## config.mk

```make
export PLATFORM = sky130hd
export DESIGN_NAME = sysid_check_ctrl
export DESIGN_NICKNAME = d
export VERILOG_FILES = /design/src/rtl/sysid_check_ctrl.sv
export SDC_FILE = /design/constraint.sdc
export NUM_CORES = 1
export LEC_CHECK = 0
export CORE_MARGIN = 5
export CORE_UTILIZATION = 30
export DETAILED_ROUTE_END_ITERATION = 10
export SLEW_MARGIN = 20
export SYNTH_ARGS = -nofsm -noshare
export SYNTH_HDL_FRONTEND = slang
export SYNTH_SLANG_ARGS = --single-unit
```

## constraint.sdc

```tcl
create_clock -name clock -period 2.9 [get_ports clock]
set_input_delay 0.29 -clock clock [delete_from_list [all_inputs] [get_ports clock]]
set_output_delay 0.29 -clock clock [all_outputs]
set_load 0.01 [all_outputs]
```

## src/rtl/sysid_check_ctrl.sv

```systemverilog
// sysid_check_ctrl
// Avalon-MM master that reads the system-ID slave (word 0 = system ID,
// word 1 = build timestamp), compares both words against values fixed at
// generation time and reports the result to the boot/health logic.
// Runs once after reset release (AUTO_START) and again on each start pulse.
//
// Ports:
//   clock           in   system clock, rising edge
//   reset_n         in   synchronous active-low reset
//   start           in   single-cycle request to (re)run the check
//   avm_address     out  sysid word select (0 = ID, 1 = timestamp)
//   avm_read        out  read strobe
//   avm_waitrequest in   slave stall
//   avm_readdata    in   slave read data
//   busy            out  check in progress (RD_ID, RD_TS, CMP)
//   done            out  check finished, held until next start
//   pass            out  done and id_ok and ts_ok and no timeout
//   id_ok / ts_ok   out  captured word matches its expected value
//   timeout_err     out  a read stalled for TIMEOUT cycles
//   id_value        out  captured word 0
//   ts_value        out  captured word 1
module sysid_check_ctrl #(
    parameter logic [31:0] EXPECTED_ID        = 32'd0,
    parameter logic [31:0] EXPECTED_TIMESTAMP = 32'd1417485996,
    parameter int unsigned TIMEOUT            = 16,
    parameter int unsigned AUTO_START         = 1
) (
    input  logic        clock,
    input  logic        reset_n,
    input  logic        start,
    output logic        avm_address,
    output logic        avm_read,
    input  logic        avm_waitrequest,
    input  logic [31:0] avm_readdata,
    output logic        busy,
    output logic        done,
    output logic        pass,
    output logic        id_ok,
    output logic        ts_ok,
    output logic        timeout_err,
    output logic [31:0] id_value,
    output logic [31:0] ts_value
);

    // A zero-width counter is illegal, so keep at least one bit when the
    // timeout is disabled.
    localparam int unsigned CW = (TIMEOUT > 0) ? $clog2(TIMEOUT + 1) : 1;
    localparam logic [CW-1:0] CNT_LAST = CW'((TIMEOUT > 0) ? TIMEOUT - 1 : 0);

    typedef enum logic [2:0] {
        IDLE,
        RD_ID,
        RD_TS,
        CMP,
        DONE
    } state_t;

    state_t        state_q, state_d;
    logic [CW-1:0] cnt_q, cnt_d;
    logic          auto_q, auto_d;
    logic          read_q, read_d;
    logic          addr_q, addr_d;
    logic          busy_q, busy_d;
    logic          done_q, done_d;
    logic          pass_q, pass_d;
    logic          id_ok_q, id_ok_d;
    logic          ts_ok_q, ts_ok_d;
    logic          tmo_q, tmo_d;
    logic [31:0]   id_q, id_d;
    logic [31:0]   ts_q, ts_d;

    always_comb begin
        state_d = state_q;
        cnt_d   = cnt_q;
        auto_d  = auto_q;
        done_d  = done_q;
        pass_d  = pass_q;
        id_ok_d = id_ok_q;
        ts_ok_d = ts_ok_q;
        tmo_d   = tmo_q;
        id_d    = id_q;
        ts_d    = ts_q;

        case (state_q)
            IDLE, DONE: begin
                // auto_q is only ever set while in IDLE after reset.
                if (start || auto_q) begin
                    state_d = RD_ID;
                    auto_d  = 1'b0;
                    cnt_d   = '0;
                    done_d  = 1'b0;
                    pass_d  = 1'b0;
                    id_ok_d = 1'b0;
                    ts_ok_d = 1'b0;
                    tmo_d   = 1'b0;
                end
            end
            RD_ID, RD_TS: begin
                if (!avm_waitrequest) begin
                    // A grant wins over a timeout reached in the same cycle.
                    if (state_q == RD_ID) begin
                        id_d    = avm_readdata;
                        state_d = RD_TS;
                    end else begin
                        ts_d    = avm_readdata;
                        state_d = CMP;
                    end
                    cnt_d = '0;
                end else if (TIMEOUT > 0) begin
                    cnt_d = cnt_q + 1'b1;
                    if (cnt_q == CNT_LAST) begin
                        state_d = DONE;
                        done_d  = 1'b1;
                        tmo_d   = 1'b1;
                        pass_d  = 1'b0;
                        id_ok_d = 1'b0;
                        ts_ok_d = 1'b0;
                    end
                end
            end
            CMP: begin
                id_ok_d = (id_q == EXPECTED_ID);
                ts_ok_d = (ts_q == EXPECTED_TIMESTAMP);
                pass_d  = (id_q == EXPECTED_ID) && (ts_q == EXPECTED_TIMESTAMP);
                done_d  = 1'b1;
                state_d = DONE;
            end
            default: state_d = IDLE;
        endcase

        // Bus and status outputs are registered from the next state so they
        // line up with the state register.
        read_d = (state_d == RD_ID) || (state_d == RD_TS);
        addr_d = (state_d == RD_TS);
        busy_d = (state_d == RD_ID) || (state_d == RD_TS) || (state_d == CMP);
    end

    always_ff @(posedge clock) begin
        if (!reset_n) begin
            state_q <= IDLE;
            cnt_q   <= '0;
            auto_q  <= (AUTO_START != 0);
            read_q  <= 1'b0;
            addr_q  <= 1'b0;
            busy_q  <= 1'b0;
            done_q  <= 1'b0;
            pass_q  <= 1'b0;
            id_ok_q <= 1'b0;
            ts_ok_q <= 1'b0;
            tmo_q   <= 1'b0;
            id_q    <= '0;
            ts_q    <= '0;
        end else begin
            state_q <= state_d;
            cnt_q   <= cnt_d;
            auto_q  <= auto_d;
            read_q  <= read_d;
            addr_q  <= addr_d;
            busy_q  <= busy_d;
            done_q  <= done_d;
            pass_q  <= pass_d;
            id_ok_q <= id_ok_d;
            ts_ok_q <= ts_ok_d;
            tmo_q   <= tmo_d;
            id_q    <= id_d;
            ts_q    <= ts_d;
        end
    end

    assign avm_read    = read_q;
    assign avm_address = addr_q;
    assign busy        = busy_q;
    assign done        = done_q;
    assign pass        = pass_q;
    assign id_ok       = id_ok_q;
    assign ts_ok       = ts_ok_q;
    assign timeout_err = tmo_q;
    assign id_value    = id_q;
    assign ts_value    = ts_q;

endmodule

```

==> reports/qor.txt <==
status: finished, final reports clean
Seq/Total Area, Yosys: 47.5%
dominant cells by area after synthesis: dfxtp_1 48%, nand2_1 15%, a21boi_1 13%
FMAX: 0.519 GHz
crit path max fanout: 20
Congestion Overflow GR: 0
initial antenna violation count: 0
met1 Use GR: 18.3%
total setup buffers inserted after CTS: 0
area leader, netlist: dfxtp_1
Setup violations, final: 0
dpl hpwl: 7190 um
H-Tree Depth: 3
layout cell share with drive strength beyond 1: 6.68%
total of warnings raised by yosys: 0
Slew Limit Headroom: 57.7%
CTS Hold Buffers Added: 0
FF/Latch Area: 1620 um^2
syn_nets: 430
Rows: 39
Die Width: 117 um
top_reg_cell synth: dfxtp_1
most common cell after layout, fill and taps aside: nand2_1
Final #Nets: 527
Clock Tree Root: clkbuf_16
nature of the critical path endpoint: flip-flop
DIE HEIGHT: 117 um
DR pass1 iterations: 4
synthesized area per cell: 8.70 um^2
Synth Area in Compound Gates: 19.0%
Worst Hold Class: primary input to flip-flop
Total Routing Usage GR: 14.4%
starting density of the core: 30.3%
DR WL/cell: 15.4 um
final slew viol count: 0
CTS tree: done
Ant. Diodes: 0
power per cell area: 570 nW/um^2
Post-Syn Area: 3410 um^2
Simple-Gate Fraction of Synth Area: 26.6%
clock sinks: 81
Worst-Skew Late Latency: 330 ps
Yosys top cell area share: 47.5%
final std cells w/o fill: 637
Final Power: 2.78 mW
#FFs+latches synth: 81
DRT iter0 DRCs: 104
FILL cells: 1124
CP Launch Type: flip-flop
Yosys cell types: 49
Mapped Cells: 392
PortBufs: 107
grt met3 use: 3.83%
first-pass GRT wire length: 15500 um
critical path arrival: 2170 ps
setup slack after layout: 972 ps
critical path type: flip-flop to flip-flop
main combinational cell family by area after synthesis: simple AND/OR/NAND/NOR gates
Min Hold Slack: 402 ps
max-cap violation count: 0
RSZ-0062 raised after global routing: no
Synth Area in Adders: 1.03%
drt total wl: 9800 um
area share of xor/xnor cells in the synthesized design: 0.513%
largest net degree at the start of global routing: 47
commonest non-fill, non-tap cells in the layout: 137 x nand2_1, 106 x clkdlybuf4s50_1, 81 x dfxtp_1
area grow syn2layout: 42.6%
EDFF count, synth: 0
fin crit share: 66.5%
Slew @ Worst Pin: 634 ps
share of flip-flops with an asynchronous set or reset: 0%
Vias: 3011
clock buffer depth: 2
Multi-input gate area: 1630 um^2
Reg clk slew, reported paths: 60 ps
Leakage: 1.68 nW
DR vias/cell: 4.73
Place WS: 606 ps
clk_skew: 6.60 ps
GR peak layer: met2
CP Data Required Time: 3150 ps
Final min period: 1930 ps
met2 GRT Util: 24.6%
I/O pin total: 108
total negative slack: 0 ps
routability cong.: 0.775
cell count after placement: 621
post-synthesis mux area share: 0.293%
DR DRC count: 0
peak supply drop: 297 uV
Die ar.: 13600 um^2
cts bufs inserted: 9
core area: 11300 um^2
Post-CTS Resized: 0
Antenna Nets Post-Route: 0
vias in the first global route: 3079
Hold Fails Final Rpt: 0
-- path summary, 6_finish.rpt --
| kind | from | to | slack [ps] | cells past startpoint |
|---|---|---|---|---|
| worst max-delay path | state_q[0]$_SDFF_PN0_ | ts_value[21]$_SDFFE_PN0P_ | 970 | 5 |
| worst min-delay path | reset_n | auto_q$_SDFFE_PN1P_ | 400 | 2 |
| worst max register to register | state_q[0]$_SDFF_PN0_ | ts_value[21]$_SDFFE_PN0P_ | 970 | 5 |
| worst min register to register | ts_value[5]$_SDFFE_PN0P_ | ts_value[5]$_SDFFE_PN0P_ | 470 | 2 |
-- metrics by stage --
stage               util [%]  cell area, um^2
floorplan                  -             3410
global placement        40.5             4560
detailed placement      40.5             4560
CTS                     43.2             4870
global route            43.2             4870
finish                  43.2             4870
-- logic make-up after synthesis --
family / count (synthesis)
AOI/OAI and AO/OA: 84
buffers and inverters: 29
adders and majority gates: 3
and+or+nand+nor: 192
xor gates and xnor gates: 2
muxes: 1
DFF: 81
-- metal layers --
metal  up-vias  part of all wire (%)
met5         -                     0
met3         5                   5.5
met4         0                  0.83
met2        77                    47
li1       1527                     -
met1      1402                    46
-- cell type report --
class	instances	area share (%)
sequential	81	33.3
clock inverter	5	1.29
multi-input combinational	282	33.5
timing repair buffer	113	23.1
inverter	2	0.154
tap	143	3.68
clock buffer	11	4.99
-- flip-flops by register name, indices dropped and copies added (netlist names) --
name         cells
done             1
ts_ok            1
avm_read         1
id_ok            1
state_q          3
busy             1
timeout_err      1
pass             1
avm_address      1
id_value        32
ts_value        32
cnt_q            5
auto_q           1
-- Yosys cell counts, types with 2 or more instances --
master      n
a21boi_0    7
a21boi_1   60
a32oi_1     2
and2_1      5
and3_1      3
and4_1      2
buf_2      10
buf_4       2
buf_6       6
clkbuf_1    9
dfxtp_1    81
ha_1        2
inv_1       2
nand2_1   137
nand2b_4    2
nand3_1     5
nand4_1     3
nor2_1      5
nor2b_1     2
nor3_1      2
nor3_2      2
nor4_1      9
nor4_2      2
o211a_1     3
o21a_1      2
o22a_1      2
or3_1       2
or4bb_1     2
-- worst max-delay path: stages (launching register included) --
cell	delay, ps
dfxtp_1	570
nand2b_4	250
or3_1	410
buf_4	340
nand2_1	80
a21boi_0	190
-- power by group --
part / total [mW] / switching [mW] / leakage (nW) / internal [mW]
Combinational: 0.407 / 0.198 / 0.881 / 0.210
Sequential: 1.21 / 0.0492 / 0.657 / 1.16
Clock: 1.16 / 0.459 / 0.143 / 0.697
(Power assumes the default switching activity.)
